File: config.mk
export PLATFORM = sky130hd
export DESIGN_NAME = chess_move_engine_flat
export DESIGN_NICKNAME = d
export VERILOG_FILES = /design/src/rtl/chess_move_if.sv /design/src/rtl/chess_move_engine.sv /design/src/flat_wrapper.sv
export SDC_FILE = /design/constraint.sdc
export NUM_CORES = 1
export LEC_CHECK = 0
export BUFFER_PORTS_ARGS = -buffer_cell sky130_fd_sc_hd__buf_2
export CAP_MARGIN = 20
export CORE_MARGIN = 1
export CORE_UTILIZATION = 25
export DETAILED_ROUTE_END_ITERATION = 6
export GPL_ROUTABILITY_DRIVEN = 0
export PLACE_DENSITY_LB_ADDON = 0.15
export SYNTH_ARGS = -nofsm -noshare
export SYNTH_HDL_FRONTEND = slang
export SYNTH_SLANG_ARGS = --single-unit
File: constraint.sdc
create_clock -name clock -period 5.2 [get_ports clock]
set_input_delay 1.04 -clock clock [delete_from_list [all_inputs] [get_ports clock]]
set_output_delay 1.04 -clock clock [all_outputs]
set_load 0.02 [all_outputs]
File: src/rtl/chess_move_if.sv
`default_nettype none
// chess_move_if: tick/key/lock inputs and board/status outputs of chess_move_engine.
// Move-log signals exist only when CHESS_MOVE_LOG_EN is defined.
interface chess_move_if #(
  parameter int BOARD_FILES  = 8,
  parameter int BOARD_RANKS  = 8,
  parameter int SQUARE_WIDTH = 8
);
  logic StepTick;
  logic KeyLeft;
  logic KeyRight;
  logic KeyUp;
  logic KeyDown;
  logic LockSwitch;
  logic [BOARD_FILES*BOARD_RANKS*SQUARE_WIDTH-1:0] Layout;
  logic Player;
  logic Busy;
  logic MoveDone;
  logic MoveReject;
`ifdef CHESS_MOVE_LOG_EN
  localparam int IDX_WIDTH = $clog2(BOARD_FILES*BOARD_RANKS);
  logic [IDX_WIDTH-1:0] LastSrc;
  logic [IDX_WIDTH-1:0] LastDst;
  logic [3:0]           LastCapt;
`endif

  modport master (
    output StepTick, KeyLeft, KeyRight, KeyUp, KeyDown, LockSwitch,
    input  Layout, Player, Busy, MoveDone, MoveReject
`ifdef CHESS_MOVE_LOG_EN
    , input LastSrc, LastDst, LastCapt
`endif
  );

  modport slave (
    input  StepTick, KeyLeft, KeyRight, KeyUp, KeyDown, LockSwitch,
    output Layout, Player, Busy, MoveDone, MoveReject
`ifdef CHESS_MOVE_LOG_EN
    , output LastSrc, LastDst, LastCapt
`endif
  );
endinterface
`default_nettype wire

File: src/rtl/chess_move_engine.sv
`default_nettype none
// chess_move_engine: board/cursor/lock state, sequential path-scan move validator and commit.
// Reset image is the standard opening position; CHESS_MOVE_LOG_EN adds LastSrc/LastDst/LastCapt.
module chess_move_engine #(
  parameter int BOARD_FILES  = 8,
  parameter int BOARD_RANKS  = 8,
  parameter int SQUARE_WIDTH = 8,
  parameter int COORD_WIDTH  = 3,
  parameter int CURSOR_X0    = 2,
  parameter int CURSOR_Y0    = 3
) (
  input  wire logic   clock,
  input  wire logic   resetApp_n,
  chess_move_if.slave bus
);
  localparam int NSQ      = BOARD_FILES * BOARD_RANKS;
  localparam int IDXW     = $clog2(NSQ);
  localparam int CW       = COORD_WIDTH;
  localparam int DW       = COORD_WIDTH + 1;
  localparam int CUR0_IDX = CURSOR_Y0 * BOARD_FILES + CURSOR_X0;

  localparam logic [2:0] S_IDLE   = 3'd0;
  localparam logic [2:0] S_LOCKED = 3'd1;
  localparam logic [2:0] S_CHECK  = 3'd2;
  localparam logic [2:0] S_SCAN   = 3'd3;
  localparam logic [2:0] S_COMMIT = 3'd4;
  localparam logic [2:0] S_REJECT = 3'd5;

  logic [2:0]           r_state, w_next;
  logic [3:0]           r_board [NSQ];
  logic [SQUARE_WIDTH-1:0] r_lay [NSQ];
  logic [CW-1:0]        r_cx, r_cy, r_sx, r_sy, r_tx, r_ty;
  logic signed [DW-1:0] r_px, r_py;
  logic                 r_player;

  function automatic logic [3:0] f_init_sq(input int i);
    int         x, y;
    logic [2:0] p;
    logic [3:0] sq;
    x = i % BOARD_FILES;
    y = i / BOARD_FILES;
    case (x % 8)
      0, 7:    p = 3'd3;
      1, 6:    p = 3'd2;
      2, 5:    p = 3'd4;
      3:       p = 3'd5;
      default: p = 3'd6;
    endcase
    sq = 4'h0;
    if (y == 0)                    sq = {1'b0, p};
    else if (y == 1)               sq = 4'h1;
    else if (y == BOARD_RANKS - 2) sq = 4'h9;
    else if (y == BOARD_RANKS - 1) sq = {1'b1, p};
    return sq;
  endfunction

  function automatic logic [IDXW-1:0] f_idx(input logic [CW-1:0] x, input logic [CW-1:0] y);
    return IDXW'(int'(y) * BOARD_FILES + int'(x));
  endfunction

  logic [IDXW-1:0] w_cur_idx, w_src_idx, w_dst_idx, w_ptr_idx;
  logic [3:0]      w_cur_sq, w_src_sq, w_dst_sq;
  logic [2:0]      w_ptr_piece;
  assign w_cur_idx   = f_idx(r_cx, r_cy);
  assign w_src_idx   = f_idx(r_sx, r_sy);
  assign w_dst_idx   = f_idx(r_tx, r_ty);
  assign w_ptr_idx   = f_idx(r_px[CW-1:0], r_py[CW-1:0]);
  assign w_cur_sq    = r_board[w_cur_idx];
  assign w_src_sq    = r_board[w_src_idx];
  assign w_dst_sq    = r_board[w_dst_idx];
  assign w_ptr_piece = r_board[w_ptr_idx][2:0];

  logic signed [DW-1:0] w_ddx, w_ddy, w_stx, w_sty, w_pnx, w_pny, w_fwd, w_fwd2;
  logic [DW-1:0]        w_adx, w_ady, w_dist;
  logic [CW-1:0]        w_start;
  assign w_ddx  = $signed({1'b0, r_tx}) - $signed({1'b0, r_sx});
  assign w_ddy  = $signed({1'b0, r_ty}) - $signed({1'b0, r_sy});
  assign w_adx  = w_ddx[DW-1] ? $unsigned(-w_ddx) : $unsigned(w_ddx);
  assign w_ady  = w_ddy[DW-1] ? $unsigned(-w_ddy) : $unsigned(w_ddy);
  assign w_dist = (w_adx > w_ady) ? w_adx : w_ady;
  assign w_stx  = (w_ddx == '0) ? '0 : (w_ddx[DW-1] ? '1 : DW'(1));
  assign w_sty  = (w_ddy == '0) ? '0 : (w_ddy[DW-1] ? '1 : DW'(1));
  assign w_pnx  = r_px + w_stx;
  assign w_pny  = r_py + w_sty;
  // White advances toward rank 0, black toward RANKS-1.
  assign w_fwd   = w_src_sq[3] ? '1 : DW'(1);
  assign w_fwd2  = w_fwd + w_fwd;
  assign w_start = w_src_sq[3] ? CW'(BOARD_RANKS - 2) : CW'(1);

  logic w_dst_occ, w_own, w_same, w_rook, w_bishop, w_pawn2, w_legal, w_need_scan, w_scan_end;
  assign w_dst_occ  = |w_dst_sq[2:0];
  assign w_own      = w_dst_occ && (w_dst_sq[3] == w_src_sq[3]);
  assign w_same     = (w_src_idx == w_dst_idx);
  assign w_rook     = (w_adx == '0) != (w_ady == '0);
  assign w_bishop   = (w_adx == w_ady) && (w_adx != '0);
  assign w_pawn2    = (w_ddx == '0) && (w_ddy == w_fwd2) && (r_sy == w_start) && !w_dst_occ;
  assign w_scan_end = (w_pnx == $signed({1'b0, r_tx})) && (w_pny == $signed({1'b0, r_ty}));

  always_comb begin
    w_legal     = 1'b0;
    w_need_scan = 1'b0;
    case (w_src_sq[2:0])
      3'd1: begin
        w_legal = ((w_ddx == '0) && (w_ddy == w_fwd) && !w_dst_occ) || w_pawn2 ||
                  ((w_adx == DW'(1)) && (w_ddy == w_fwd) && w_dst_occ);
        w_need_scan = w_pawn2;
      end
      3'd2: w_legal = ((w_adx == DW'(1)) && (w_ady == DW'(2))) ||
                      ((w_adx == DW'(2)) && (w_ady == DW'(1)));
      3'd3: begin w_legal = w_rook;              w_need_scan = (w_dist > DW'(1)); end
      3'd4: begin w_legal = w_bishop;            w_need_scan = (w_dist > DW'(1)); end
      3'd5: begin w_legal = w_rook || w_bishop;  w_need_scan = (w_dist > DW'(1)); end
      3'd6: w_legal = (w_dist == DW'(1));
      default: ;
    endcase
  end

  always_ff @(posedge clock or negedge resetApp_n) begin
    if (!resetApp_n) r_state <= S_IDLE;
    else             r_state <= w_next;
  end

  always_comb begin
    w_next = r_state;
    case (r_state)
      S_IDLE:   if (bus.StepTick && bus.LockSwitch && (|w_cur_sq[2:0]) && (w_cur_sq[3] == r_player))
                  w_next = S_LOCKED;
      S_LOCKED: if (bus.StepTick && !bus.LockSwitch) w_next = S_CHECK;
      S_CHECK:  if (w_same || w_own || !w_legal) w_next = S_REJECT;
                else if (w_need_scan)           w_next = S_SCAN;
                else                            w_next = S_COMMIT;
      S_SCAN:   if (|w_ptr_piece)    w_next = S_REJECT;
                else if (w_scan_end) w_next = S_COMMIT;
      default:  w_next = S_IDLE;
    endcase
  end

  always_comb begin
    bus.Busy       = 1'b0;
    bus.MoveDone   = 1'b0;
    bus.MoveReject = 1'b0;
    case (r_state)
      S_CHECK, S_SCAN: bus.Busy = 1'b1;
      S_COMMIT: begin bus.Busy = 1'b1; bus.MoveDone = 1'b1; end
      S_REJECT: bus.MoveReject = 1'b1;
      default: ;
    endcase
  end

  always_ff @(posedge clock or negedge resetApp_n) begin
    if (!resetApp_n) begin
      r_cx <= CW'(CURSOR_X0);  r_cy <= CW'(CURSOR_Y0);
      r_sx <= '0;  r_sy <= '0;  r_tx <= '0;  r_ty <= '0;
      r_px <= '0;  r_py <= '0;
      r_player <= 1'b1;
    end else begin
      if (bus.StepTick && (r_state == S_IDLE || r_state == S_LOCKED)) begin
        if (!bus.KeyLeft)       begin if (r_cx != '0) r_cx <= r_cx - 1'b1; end
        else if (!bus.KeyRight) begin if (r_cx != CW'(BOARD_FILES - 1)) r_cx <= r_cx + 1'b1; end
        else if (!bus.KeyUp)    begin if (r_cy != '0) r_cy <= r_cy - 1'b1; end
        else if (!bus.KeyDown)  begin if (r_cy != CW'(BOARD_RANKS - 1)) r_cy <= r_cy + 1'b1; end
      end
      if (r_state == S_IDLE && w_next == S_LOCKED)  begin r_sx <= r_cx; r_sy <= r_cy; end
      if (r_state == S_LOCKED && w_next == S_CHECK) begin r_tx <= r_cx; r_ty <= r_cy; end
      if (r_state == S_CHECK) begin
        r_px <= $signed({1'b0, r_sx}) + w_stx;
        r_py <= $signed({1'b0, r_sy}) + w_sty;
      end
      if (r_state == S_SCAN) begin r_px <= w_pnx; r_py <= w_pny; end
      if (r_state == S_COMMIT) r_player <= ~r_player;
    end
  end

  for (genvar i = 0; i < NSQ; i++) begin : g_square
    localparam logic [IDXW-1:0] SQ_IDX = IDXW'(i);
    logic w_is_cur, w_locked;
    assign w_is_cur = (w_cur_idx == SQ_IDX);
    assign w_locked = (r_state == S_LOCKED);

    always_ff @(posedge clock or negedge resetApp_n) begin
      if (!resetApp_n) begin
        r_board[i] <= f_init_sq(i);
      end else if (r_state == S_COMMIT) begin
        if (SQ_IDX == w_dst_idx)      r_board[i] <= w_src_sq;
        else if (SQ_IDX == w_src_idx) r_board[i] <= 4'h0;
      end
    end

    always_ff @(posedge clock or negedge resetApp_n) begin
      if (!resetApp_n)
        r_lay[i] <= SQUARE_WIDTH'({3'b000, (i == CUR0_IDX), f_init_sq(i)});
      else
        r_lay[i] <= SQUARE_WIDTH'({1'b0, w_locked && w_is_cur, w_locked && (SQ_IDX == w_src_idx),
                                   !w_locked && w_is_cur, r_board[i]});
    end

    assign bus.Layout[i*SQUARE_WIDTH +: SQUARE_WIDTH] = r_lay[i];
  end

  assign bus.Player = r_player;

`ifdef CHESS_MOVE_LOG_EN
  logic [IDXW-1:0] r_last_src, r_last_dst;
  logic [3:0]      r_last_capt;
  always_ff @(posedge clock or negedge resetApp_n) begin
    if (!resetApp_n) begin
      r_last_src <= '0;  r_last_dst <= '0;  r_last_capt <= '0;
    end else if (r_state == S_COMMIT) begin
      r_last_src <= w_src_idx;  r_last_dst <= w_dst_idx;  r_last_capt <= w_dst_sq;
    end
  end
  assign bus.LastSrc  = r_last_src;
  assign bus.LastDst  = r_last_dst;
  assign bus.LastCapt = r_last_capt;
`endif
endmodule
`default_nettype wire

File: src/flat_wrapper.sv
// flat-port wrapper written by rule: the top's interface ports become plain ports
module chess_move_engine_flat 
#(
  parameter int BOARD_FILES  = 8,
  parameter int BOARD_RANKS  = 8,
  parameter int SQUARE_WIDTH = 8,
  parameter int COORD_WIDTH  = 3,
  parameter int CURSOR_X0    = 2,
  parameter int CURSOR_Y0    = 3
)
  (clock, resetApp_n, bus_StepTick, bus_KeyLeft, bus_KeyRight, bus_KeyUp, bus_KeyDown, bus_LockSwitch, bus_Layout, bus_Player, bus_Busy, bus_MoveDone, bus_MoveReject);
  chess_move_if #(.BOARD_FILES(BOARD_FILES), .BOARD_RANKS(BOARD_RANKS), .SQUARE_WIDTH(SQUARE_WIDTH)) bus_i ();
  input  wire logic clock;
  input  wire logic resetApp_n;
  input wire logic [$bits(bus_i.StepTick)-1:0] bus_StepTick;
  input wire logic [$bits(bus_i.KeyLeft)-1:0] bus_KeyLeft;
  input wire logic [$bits(bus_i.KeyRight)-1:0] bus_KeyRight;
  input wire logic [$bits(bus_i.KeyUp)-1:0] bus_KeyUp;
  input wire logic [$bits(bus_i.KeyDown)-1:0] bus_KeyDown;
  input wire logic [$bits(bus_i.LockSwitch)-1:0] bus_LockSwitch;
  output wire logic [$bits(bus_i.Layout)-1:0] bus_Layout;
  output wire logic [$bits(bus_i.Player)-1:0] bus_Player;
  output wire logic [$bits(bus_i.Busy)-1:0] bus_Busy;
  output wire logic [$bits(bus_i.MoveDone)-1:0] bus_MoveDone;
  output wire logic [$bits(bus_i.MoveReject)-1:0] bus_MoveReject;
  assign bus_i.StepTick = bus_StepTick;
  assign bus_i.KeyLeft = bus_KeyLeft;
  assign bus_i.KeyRight = bus_KeyRight;
  assign bus_i.KeyUp = bus_KeyUp;
  assign bus_i.KeyDown = bus_KeyDown;
  assign bus_i.LockSwitch = bus_LockSwitch;
  assign bus_Layout = bus_i.Layout;
  assign bus_Player = bus_i.Player;
  assign bus_Busy = bus_i.Busy;
  assign bus_MoveDone = bus_i.MoveDone;
  assign bus_MoveReject = bus_i.MoveReject;
  chess_move_engine #(.BOARD_FILES(BOARD_FILES), .BOARD_RANKS(BOARD_RANKS), .SQUARE_WIDTH(SQUARE_WIDTH), .COORD_WIDTH(COORD_WIDTH), .CURSOR_X0(CURSOR_X0), .CURSOR_Y0(CURSOR_Y0)) u_core (.clock(clock), .resetApp_n(resetApp_n), .bus(bus_i));
endmodule
Word level (Yosys, flattened, before mapping)

Index checks and enable logic that the tools add are counted.

Reductions and logical operators: 371
Equality and inequality tests: 223
$lt $le $gt $ge: 6
$add $sub $neg: 17
Multipliers: 0
Shifts and indexed selects: 0
Bitwise operators: 5
Div/mod/pow operators: 0
Multiplexer cells: 173

Operators with widths:

| operator           | number |
|---|---|
| $mux 4             | 146 |
| $eq 6x6->1 const A | 64 |
| $logic_and 1x1->1  | 211 |
| $eq 5x6->1 const A | 32 |
| $eq 6x6->1 const B | 32 |
| $reduce_bool 2->1  | 67 |
| $reduce_and 2->1   | 64 |
| $bmux 4 s6         | 4 |
| $eq 4x6->1 const A | 16 |
| $eq 6x5->1 const B | 16 |
| $mux 3             | 17 |
| $eq 3x6->1 const A | 8 |
| $eq 6x4->1 const B | 8 |
| $ge 7x7->1 const B | 4 |
| $not 6->7          | 4 |
| $add 6x3->6        | 4 |
| $eq 2x6->1 const A | 4 |
| $eq 6x3->1 const B | 4 |
| $add 4x4->4        | 5 |
| $eq 4x4->1         | 5 |
| $logic_not 6->1    | 3 |
| $logic_not 4->1    | 4 |
| $eq 3x2->1 const B | 5 |
| $eq 3x3->1 const B | 5 |
| other kinds (32)   | 63 |

Bits of input ports: 8
Output and inout bits: 516
Bits in read-only memories: 0
Register bits: 734
RAM bits: 0
Bits in latches: 0
Memories: 0

Longest topological paths before layout

Gate-level depths: netlist (run 1).

Depth after elaboration: 20
Mapped depth: 21
Gate-level depth less buffers: 18

Least setup slack after synthesis (run 1)

OpenSTA, ideal clock, no wires.

Path type: register to register
Start point: register u_core.r_ty[0]
End point: register u_core.r_state[1]
Slack: 0.877 ns
Stages on the path, launching flop included: 20
Arrival: 4.258 ns
Setup time: 0.065 ns
Path buffers: 1
Path through: dfrtp_1 > buf_2 > clkinv_1 > ha_1 > fa_1 > inv_1 > ha_1 > and3_1 > or2_2 > ha_1 > nor2b_1 > o21ai_0 > a21oi_1 > maj3_1 > a211oi_1 > o21ai_0 > a21oi_1 > o21bai_2 > a2111oi_2 > or2_1

Longest elaborated chain between the ends: 15
Elaborated cells on any way between the ends: 54

RTL lines:

| element                                                              | line                     | text |
|---|---|---|
| start: declaration                                                   | chess_move_engine.sv:32  | `logic [CW-1:0] r_cx, r_cy, r_sx, r_sy, r_tx, r_ty;` |
| start signal: assignment                                             | chess_move_engine.sv:164 | `if (r_state == S_LOCKED && w_next == S_CHECK) begin r_tx <= r_cx; r_ty <= r_cy; end` |
| parallel branches: the longest is 14 deep, another holds $sub 3x3->4 | n/a                      |  |
| $pmux 3 s4 *                                                         | chess_move_engine.sv:125 | `case (r_state)` |
| named net u_core.w_next[1]                                           | chess_move_engine.sv:29  | `logic [2:0] r_state, w_next;` |
| end signal: assignment                                               | chess_move_engine.sv:120 | `else r_state <= w_next;` |
| end: declaration                                                     | chess_move_engine.sv:29  |  |

Mark *: on every way through the listed nets, which the timed path passes. The select of a mux whose other input is x is not followed.
A chain may end at the register's enable or synchronous reset.

Final worst setup path (run 1)

Start point: register u_core.r_sx[1]
End point: register u_core.r_state[0]

Longest elaborated chain between the ends: 18
Elaborated cells on any way between the ends: 64

RTL lines:

| element                                    | line                     | text |
|---|---|---|
| start: declaration                         | chess_move_engine.sv:32  |  |
| start signal: assignment                   | chess_move_engine.sv:163 | `if (r_state == S_IDLE && w_next == S_LOCKED) begin r_sx <= r_cx; r_sy <= r_cy; end` |
| $add 6x3->6                                | chess_move_engine.sv:58  | `return IDXW'(int'(y) * BOARD_FILES + int'(x));` |
| $not 6->7 (not written as such)            | chess_move_engine.sv:69  | `assign w_src_sq = r_board[w_src_idx];` |
| $bmux 4 s6                                 | chess_move_engine.sv:69  |  |
| $mux 4 (not written as such) (2 in series) | chess_move_engine.sv:69  |  |
| $mux 4                                     | chess_move_engine.sv:86  | `assign w_fwd = w_src_sq[3] ? '1 : DW'(1);` |
| $add 4x4->4                                | chess_move_engine.sv:87  | `assign w_fwd2 = w_fwd + w_fwd;` |
| $eq 4x4->1                                 | chess_move_engine.sv:96  | `assign w_pawn2 = (w_ddx == '0) && (w_ddy == w_fwd2) && (r_sy == w_start) && !w_dst_occ;` |
| $logic_and 1x1->1 (3 in series)            | chess_move_engine.sv:96  |  |
| $logic_or 1x1->1 (2 in series)             | chess_move_engine.sv:104 | `w_legal = ((w_ddx == '0) && (w_ddy == w_fwd) && !w_dst_occ) \|\| w_pawn2 \|\|` |
| $pmux 1 s6                                 | chess_move_engine.sv:102 | `case (w_src_sq[2:0])` |
| $logic_not 1->1                            | chess_move_engine.sv:129 | `S_CHECK: if (w_same \|\| w_own \|\| !w_legal) w_next = S_REJECT;` |
| $logic_or 1x1->1                           | chess_move_engine.sv:129 |  |
| $mux 3                                     | chess_move_engine.sv:129 |  |
| $pmux 3 s4 *                               | chess_move_engine.sv:125 |  |
| named net u_core.w_next[0]                 | chess_move_engine.sv:29  |  |

Mark *: on every way through the listed nets, which the timed path passes. The rest lies on a longest branch. The select of a mux whose other input is x is not followed.

==> run metrics, run 1 <==
CTS root buf=clkbuf_16; sequential standard cell area=18530 µm²; min Tclk post-route=4.455 ns; ys async rst share=100.0%; mapped cell area=31750 µm²; vias in the first global route=24.11k; io pins=524; Final Hold Vio Count=0; share of layout cells above drive strength 1=30.60%; PostCTS Resize Cnt=0; clock tree buffer depth=3; ANT nets after route=0; share of Yosys cell area claimed by the top area cell type=48.63%; IO buf count=459; largest net degree at the start of global routing=130; most frequent cells after synthesis=dfrtp_1, o21ai_0, nor2_1; first-pass GRT wire length=190700 µm; Placed Cells=4727; filler instances=12.92k; starting density of the core=25.25%; ys flop type=dfrtp_1; Area Overhead vs Synth=22.78%; initial antenna violation count=7; WHS=0.3965 ns; Post-CTS Setup Bufs=0; vias post-DR=24.73k; Core Util, Final=31.00%; first-pass detailed-route iteration total=6; Fin Clk Skew=0.04247 ns; critical path cell sequence=fa_1, ha_1, o31ai_1, nand2_1, ha_1, and3_1, a21oi_1, maj3_1, a211oi_1, o21ai_0, a21oi_1, nor2_1, nor3_1, o31ai_1; cell row count=130; DRT iter0 DRCs=2606; #FFs+latches synth=734; RSZ-0062 raised after global routing=false; Tightest Pin Transition=1.232 ns; Slew headroom=17.54%; crit start category=flop; Placed Area=35880 µm²; die area=128400 µm²; final WL=136800 µm; cell taking the most area after synthesis=dfrtp_1; grt ovf=0; Net count, final=3211; die width=358.4 µm; core area=125700 µm²; routed wire length per instance=27.96 µm; status=completed; Pins Over Slew Limit=0; yosys warns=0; Clk Latency, worst-skew pair=0.72 ns; Worst-path clk slew=0.06 ns; CP required=5.74 ns; pwr dens=512.6 nW/µm²; crit-path max FO=16; Die Ht=358.4 µm; fin crit share=85.68%; Post-CTS Hold Fix Bufs=0; post-route cell area=38980 µm²; Layout Cells excl Fill=4892; Post-synth EDFFs=0; leakage power=17.71 nW; Worst VDD drop=0.3212 mV; Max Fclk=224.5 MHz; Slowest cell on crit path=dfrtp_2; Setup crit end kind=flop; Multi-input gate area=12320 µm²; Syn Inst Count=2703; MaxCap Viol Count=0; largest cells by area after synthesis=dfrtp_1, mux4_2, dfstp_2; sequential cell area fraction in the yosys report=58.32%; total CTS buffers=88; Post-DP HPWL=98360 µm; Max stage delay on crit path=0.70 ns; Crit path arrival time=5.00 ns; CTS tree=yes; Final setup viols=0; Hold Path Class=reg2reg; mean post-synth cell area=11.75 µm²; synth unique cells=82; total track usage=20.94%; H-tree depth=3; clk sink count=734; kind of critical path=reg2reg; Residual DRC=0; final setup TNS=0 ns; top-count cell post-synth=dfrtp_1; drt via density=5.056
[per-stage QoR]
stage          worst slack (ns)  power [mW]
2_1_floorplan            0.8773       10.93
3_3_place_gp             0.8043       13.49
3_5_place_dp             0.8576       13.44
4_1_cts                  0.8582       20.04
5_1_grt                  0.4546       20.88
6_report                 0.7447       19.98
[critical path: cells and delay by family (launching register included)]
family	cells	cell delay, ns
AO/OA/AOI/OAI	6	1.21
adder cells (fa/ha/maj)	4	1.68
flip-flops	1	0.70
AND/OR/NAND/NOR	4	0.70
[where the power goes]
| part | total [mW] | internal, mW | switching, mW |
|---|---|---|---|
| Sequential | 6.60 | 5.94 | 0.659 |
| Combinational | 6.89 | 2.40 | 4.49 |
| Clock | 6.50 | 3.95 | 2.55 |
[per-layer routing]
layer / up-vias / part of all wire, % / global-route usage [%] / wire length, µm
met3: 183 / 7.7 / 4.584 / 10500
met2: 1171 / 45 / 32.15 / 61430
met5: - / 0 / 0 / 0
li1: 10580 / - / - / -
met4: 0 / 3.1 / 6.740 / 4272
met1: 12800 / 44 / 29.19 / 60570
[logic make-up (layout without fill, tap and decap cells)]
kind of cell	count (synthesis)	after routing	share of synthesized area, %
other	1	67	0.01181
multiplexers	189	189	12.02
AND/OR/NAND/NOR	989	989	14.41
XOR/XNOR	32	32	0.8828
adder cells (fa/ha/maj)	35	35	1.561
AO/OA/AOI/OAI	485	485	8.832
flip-flops	734	734	58.32
buffers and inverters	238	711	3.969
[state kept, by name, indices dropped and copies added, names as in the netlist]
register / cells
u_core.r_cx: 3
u_core.r_cy: 3
u_core.r_sx: 3
u_core.bus.Layout: 448
u_core.r_board: 256
u_core.bus.Player: 1
u_core.r_px: 4
u_core.r_sy: 3
u_core.r_ty: 3
u_core.r_state: 3
u_core.r_py: 4
u_core.r_tx: 3
[cells in the final DEF, fill, tap and decap left out, types with 23 or more instances in the layout]
| cell | Yosys | routed |
|---|---|---|
| ha_1 | 26 | 26 |
| mux4_2 | 147 | 147 |
| inv_1 | 26 | 26 |
| a21oi_1 | 74 | 74 |
| dfstp_2 | 117 | 116 |
| o21ai_0 | 297 | 297 |
| mux2i_1 | 23 | 23 |
| clkbuf_16 | 0 | 92 |
| nand3_1 | 263 | 263 |
| a22oi_1 | 28 | 28 |
| dfrtp_1 | 617 | 611 |
| nand2_1 | 216 | 216 |
| nor2_1 | 286 | 279 |
| buf_2 | 23 | 458 |
| conb_1 | 1 | 64 |
| nor3_1 | 96 | 84 |
| buf_4 | 69 | 56 |
| nor4_1 | 30 | 28 |
[cell type report]
class	instances	area share, %
Clock inverter	34	1.213
Antenna cell	3	0.01926
Inverter	27	0.2600
Clock buffer	126	6.619
Timing Repair Buffer	524	7.456
Multi-Input combinational cell	1794	31.60
Tap cell	1650	5.296
Sequential cell	734	47.54
[worst paths after layout]
path                                               startpoint                                to  slack, ns  cells past startpoint
max in group asynchronous                          resetApp_n  u_core.bus.Layout[182]$_DFF_PN0_       3.50                      2
min in group asynchronous                          resetApp_n   u_core.bus.Layout[45]$_DFF_PN0_       0.41                      1
worst min-delay path            u_core.r_board[1]$_DFFE_PN1P_  u_core.bus.Layout[505]$_DFF_PN1_       0.40                      0
worst max-delay path               u_core.r_sx[1]$_DFFE_PN0P_       u_core.r_state[0]$_DFF_PN0_       0.74                     14
worst max register to register     u_core.r_sx[1]$_DFFE_PN0P_       u_core.r_state[0]$_DFF_PN0_       0.74                     14
worst min register to register  u_core.r_board[1]$_DFFE_PN1P_  u_core.bus.Layout[505]$_DFF_PN1_       0.40                      0
No activity file was read; power rests on OpenSTA's default activity.
==> run 2: changes to the inputs <==
- CORE_ASPECT_RATIO: default -> 1.25
==> run 2 against run 1 <==
Total power is 1.7% lower. Non-clock buffer count is 10 higher. Wire length is 1.2% higher. Design area is 0.34% lower. Count of clock-buffer cells in the layout is 12 lower. Die area hardly changed. Via count hardly changed. Register-to-register slack worse by 0.10 ns. Sequential share of layout area is 0.16 points higher. Combinational power hardly changed. Clock power is 5.5% lower. Setup slack worse by 0.10 ns. Critical path type unchanged. Critical endpoint unchanged.
==> run metrics, run 2 (same netlist as run 1, synthesis figures left out) <==
status=completed (unchanged); kind of critical path=reg2reg (unchanged); vias post-DR=24.74k (was 24.73k); Max Fclk=219.5 MHz (was 224.5 MHz); RSZ-0062 raised after global routing=false (unchanged); Net count, final=3217 (was 3211); clk sink count=734 (unchanged); Hold Path Class=reg2reg (unchanged); Slowest cell on crit path=fa_1 (was dfrtp_2); share of layout cells above drive strength 1=30.71% (was 30.60%); Max stage delay on crit path=0.71 ns (was 0.70 ns); die width=320.7 µm (was 358.4 µm); commonest non-fill, non-tap cell in the layout=dfrtp_1 (unchanged); critical path cell sequence=ha_1, fa_1, ha_1, and3_1, inv_1, ha_1, fa_1, xor2_1, nor4_1, nand3_1, nor3_1, nand2_1, o32a_1, a31oi_1, o31ai_1 (was fa_1, ha_1, o31ai_1, nand2_1, ha_1, and3_1, a21oi_1, maj3_1, a211oi_1, o21ai_0, a21oi_1, nor2_1, nor3_1, o31ai_1); crit-path max FO=18 (was 16); minimum setup slack after placement=0.6580 ns (was 0.8576 ns); clock tree buffer depth=3 (unchanged); die area=128400 µm² (about the same); PostCTS Resize Cnt=0 (unchanged); most frequent cells in the layout=dfrtp_1, buf_2, o21ai_0 (unchanged); Slew headroom=15.85% (was 17.54%); vias in the first global route=24.80k (was 24.11k); cell row count=145 (was 130); leakage power=17.66 nW (was 17.71 nW); Post-CTS Hold Fix Bufs=0 (unchanged); Post-DP HPWL=101300 µm (was 98360 µm); ANT nets after route=0 (unchanged); starting density of the core=25.29% (was 25.25%); core area=125500 µm² (was 125700 µm²); total CTS buffers=84 (was 88); final worst-path setup slack=0.6452 ns (was 0.7447 ns); Pins Over Slew Limit=0 (unchanged); Final setup viols=0 (unchanged); pwr dens=505.4 nW/µm² (was 512.6 nW/µm²); first-pass GRT wire length=195000 µm (was 190700 µm); reg2reg setup slack=0.65 ns (was 0.74 ns); Crit path arrival time=5.07 ns (was 5.00 ns); Die Ht=400.4 µm (was 358.4 µm); CP top delay family=adder cells (unchanged); Bufs and invs on worst path=1 (was 0); Worst-path clk slew=0.06 ns (about the same); max reg flops=448 (unchanged); Layout Cells excl Fill=4934 (was 4892); CP required=5.72 ns (was 5.74 ns); Final Hold Vio Count=0 (unchanged); Residual DRC=0 (unchanged); MaxCap Viol Count=0 (unchanged); Fin Clk Skew=0.03571 ns (was 0.04247 ns); filler instances=12.91k (was 12.92k); DRT iter0 DRCs=2182 (was 2606); Area Overhead vs Synth=22.37% (was 22.78%); io pins=524 (unchanged); Placed Cells=4778 (was 4727); total track usage=21.34% (was 20.94%); Core Util, Final=30.94% (was 31.00%); CTS root buf=clkbuf_16 (unchanged); CTS tree=yes (unchanged); crit start category=flop (unchanged); Setup crit end kind=flop (unchanged); Clk Latency, worst-skew pair=0.69 ns (was 0.72 ns); grt ovf=0 (unchanged); drt via density=5.013 (was 5.056); final WL=138400 µm (was 136800 µm); Worst VDD drop=0.2983 mV (was 0.3212 mV); crit-path most repeated cell=ha_1; Post-CTS Setup Bufs=0 (unchanged); H-tree depth=3 (unchanged); min Tclk post-route=4.555 ns (was 4.455 ns); largest net degree at the start of global routing=103 (was 130); fin crit share=87.59% (was 85.68%); final setup TNS=0 ns (unchanged); first-pass detailed-route iteration total=5 (was 6); routed wire length per instance=28.05 µm (was 27.96 µm); Tightest Pin Transition=1.258 ns (was 1.232 ns); initial antenna violation count=7 (unchanged); IO buf count=459 (unchanged)
==> run 2: worst reg2reg max path, delay by kind of cell (launching register included) <==
kind | cells | cell delay (ns)
xor gates and xnor gates | 1 | 0.17
buffers and inverters | 1 | 0.08
DFF | 1 | 0.64
adders and majority gates | 5 | 2.09
AOI/OAI and AO/OA | 3 | 0.41
and+or+nand+nor | 5 | 0.99
==> run 2: layer usage <==
| layer | routed length (µm) | GRT usage [%] | vias to the layer above |
|---|---|---|---|
| met5 | 13 | 0 | - |
| met4 | 7239 | 10.45 | 2 |
| met3 | 9843 | 4.489 | 286 |
| met2 | 65720 | 34.47 | 1243 |
| met1 | 55560 | 27.01 | 12600 |
| li1 | - | - | 10600 |
==> run 2: path summary, 6_finish.rpt <==
kind	from	to	cells after the start
hold reg to reg	u_core.r_board[52]$_DFFE_PN1P_	u_core.bus.Layout[400]$_DFF_PN1_	0
setup reg to reg	u_core.r_sx[0]$_DFFE_PN0P_	u_core.r_state[0]$_DFF_PN0_	15
setup / recovery	u_core.r_sx[0]$_DFFE_PN0P_	u_core.r_state[0]$_DFF_PN0_	15
min in group asynchronous	resetApp_n	u_core.bus.Layout[341]$_DFF_PN0_	1
hold / removal	u_core.r_board[52]$_DFFE_PN1P_	u_core.bus.Layout[400]$_DFF_PN1_	0
max in group asynchronous	resetApp_n	u_core.bus.Layout[296]$_DFF_PN0_	3
==> run 2: cell type report <==
| class | count | area, µm² | area share [%] |
|---|---|---|---|
| Timing Repair Buffer | 534 | 2949 | 7.591 |
| Antenna cell | 1 | 2.502 | 0.006441 |
| Multi-Input combinational cell | 1794 | 12300 | 31.67 |
| Tap cell | 1690 | 2115 | 5.443 |
| Clock inverter | 40 | 451.7 | 1.163 |
| Sequential cell | 734 | 18530 | 47.70 |
| Inverter | 27 | 101.3 | 0.2609 |
| Clock buffer | 114 | 2397 | 6.171 |
==> run 2: power breakdown <==
| group | leakage [nW] | switching [mW] | internal (mW) |
|---|---|---|---|
| registers | 9.78 | 0.639 | 5.94 |
| clock network | 1.39 | 2.57 | 3.57 |
| logic | 6.49 | 4.51 | 2.40 |
| total | 17.7 | 7.71 | 11.9 |
==> run 2: stage by stage <==
stage | instance area (µm²) | total power, mW | hold WS (ns)
global placement | 35990 | 13.54 | 0.3946
detailed placement | 35990 | 13.53 | 0.3926
finish | 38850 | 19.63 | 0.4041
CTS | 38840 | 19.80 | 0.4025
floorplan | 31980 | 10.93 | 0.3690
global route | 38850 | 20.55 | 0.4074
==> run 3: changes to the inputs <==
- clock period: 5.2 -> 4.2 ns (I/O delays scaled with it)
==> run 3 against run 2 <==
Die area stayed put. Via count hardly changed. Critical path type unchanged. Hold slack worse by 0.18 ns. Clock power is 18% higher. Largest cell class unchanged. Cell count is 1.0% higher. Design area is 1.0% higher. Count of clock-buffer cells in the layout is 3 lower. Critical path depth stayed put. Sequential cell count stayed put. Setup slack worse by 0.46 ns. Total power is 25% higher. Register-to-register slack worse by 0.46 ns.
==> run metrics, run 3 (same netlist as run 1, synthesis figures left out) <==
status=completed (unchanged); pwr dens=623.5 nW/µm² (was 505.4 nW/µm²); Clk Latency, worst-skew pair=0.72 ns (was 0.69 ns); Fin Clk Skew=0.04530 ns (was 0.03571 ns); initial antenna violation count=5 (was 7); drt via density=4.957 (was 5.013); Pins Over Slew Limit=0 (unchanged); Setup crit end kind=flop (unchanged); Post-CTS Hold Fix Bufs=0 (unchanged); core area=125500 µm² (unchanged); total CTS buffers=80 (was 84); kind of critical path=reg2reg (unchanged); DRT iter0 DRCs=2247 (was 2182); Crit path arrival time=4.56 ns (was 5.07 ns); WHS=0.2287 ns (was 0.4041 ns); final WL=137300 µm (was 138400 µm); Hold Path Class=in2async (was reg2reg); post-route cell area=39250 µm² (was 38850 µm²); most frequent cells in the layout=dfrtp_1, buf_2, o21ai_0 (unchanged); leakage power=17.90 nW (was 17.66 nW); Net count, final=3271 (was 3217); first-pass detailed-route iteration total=6 (was 5); io pins=524 (unchanged); IO buf count=459 (unchanged); die area=128400 µm² (unchanged); crit start category=flop (unchanged); total track usage=21.17% (was 21.34%); Final Hold Vio Count=0 (unchanged); Final setup viols=0 (unchanged); first-pass GRT wire length=193800 µm (was 195000 µm); Total Power=24.47 mW (was 19.63 mW); Residual DRC=0 (unchanged); Worst-path clk slew=0.07 ns (was 0.06 ns); vias post-DR=24.71k (was 24.74k); Placed Cells=4836 (was 4778); Post-CTS Setup Bufs=0 (unchanged); die width=320.7 µm (unchanged); starting density of the core=25.29% (unchanged); routed wire length per instance=27.55 µm (was 28.05 µm); Max Fclk=248.9 MHz (was 219.5 MHz); min Tclk post-route=4.017 ns (was 4.555 ns); cell row count=145 (unchanged); clock tree buffer depth=3 (unchanged); ANT nets after route=0 (unchanged); commonest non-fill, non-tap cell in the layout=dfrtp_1 (unchanged); CTS tree=yes (unchanged); vias in the first global route=24.71k (was 24.80k); share of layout cells above drive strength 1=31.83% (was 30.71%); crit-path max FO=4 (was 18); Placed Area=36510 µm² (was 35990 µm²); grt ovf=0 (unchanged); Tightest Pin Transition=1.204 ns (was 1.258 ns); clk sink count=734 (unchanged); Worst VDD drop=0.4400 mV (was 0.2983 mV); RSZ-0062 raised after global routing=true (was false); Layout Cells excl Fill=4985 (was 4934); MaxCap Viol Count=0 (unchanged); Die Ht=400.4 µm (unchanged); max reg flops=448 (unchanged); H-tree depth=3 (unchanged); Post-DP HPWL=101500 µm (was 101300 µm); R2R depth=15 (unchanged); CTS root buf=clkbuf_16 (unchanged); final setup TNS=0 ns (unchanged); Slew headroom=19.32% (was 15.85%); Area Overhead vs Synth=23.62% (was 22.37%); fin crit share=95.64% (was 87.59%); CP required=4.74 ns (was 5.72 ns); largest net degree at the start of global routing=94 (was 103)
run 3: changes by cell type in the layout (fill, tap and decap cells not counted), sizes merged:
cell | before | now
clkinvlp | 7 | 5
inv | 40 | 33
clkinv | 14 | 18
buf | 534 | 592
diode | 1 | 2
clkbuf | 114 | 111
run 3: layer usage:
layer	track usage, %	wire length (µm)	vias to the layer above
met4	10.52	7164	2
met3	4.151	9258	258
met2	34.20	64910	1148
li1	-	-	10700
met1	26.92	56000	12610
met5	0	13	-
run 3: metrics by stage:
stage / utilization (%) / setup slack, ns
floorplan: - / 0.01655
detailed placement: 29.08 / 0.05330
CTS: 31.21 / 0.02762
global route: 31.26 / -0.04222
global placement: 29.08 / 0.02431
finish: 31.26 / 0.1830
run 3: final timing paths:
check / end / slack, ns / from
setup / recovery: u_core.r_state[0]$_DFF_PN0_ / 0.18 / u_core.r_sx[0]$_DFFE_PN0P_
hold reg to reg: u_core.bus.Layout[457]$_DFF_PN1_ / 0.40 / u_core.r_board[25]$_DFFE_PN1P_
setup reg to reg: u_core.r_state[0]$_DFF_PN0_ / 0.18 / u_core.r_sx[0]$_DFFE_PN0P_
min in group clock: u_core.bus.Layout[457]$_DFF_PN1_ / 0.40 / u_core.r_board[25]$_DFFE_PN1P_
hold / removal: u_core.bus.Layout[141]$_DFF_PN0_ / 0.23 / resetApp_n
max in group asynchronous: u_core.bus.Layout[72]$_DFF_PN1_ / 2.80 / resetApp_n
run 3: what timing repair did:
action,in CTS,in global routing
gates resized for setup,0,10
setup endpoints to repair,0,3
endpoints found under the hold margin,0,0
run 3: worst max-delay path: stages (launching register included):
cell and delay (ns):
dfrtp_4 0.49, ha_1 0.23, fa_1 0.48, xor2_1 0.33
and3_4 0.26, inv_1 0.06, ha_1 0.22, fa_1 0.49
xor2_1 0.16, nor4_2 0.27, nand3_1 0.13, nor3_2 0.21
nand2_1 0.07, o32a_1 0.15, a31oi_1 0.17, o31ai_1 0.09
run 3: report_power, final:
group | switching [mW] | internal (mW)
registers | 0.526 | 7.36
logic | 5.93 | 3.42
clock network | 3.06 | 4.17
run 3: final cells by class:
type / instances / area (µm²)
clock inverters: 35 / 412.9
multi-input cells: 1794 / 12320
clock buffers: 111 / 2260
well taps: 1690 / 2115
inverters: 27 / 102.6
fillers: 12930 / 86300
diodes: 2 / 5.005
flip-flops and latches: 734 / 18530
repair buffers: 592 / 3501
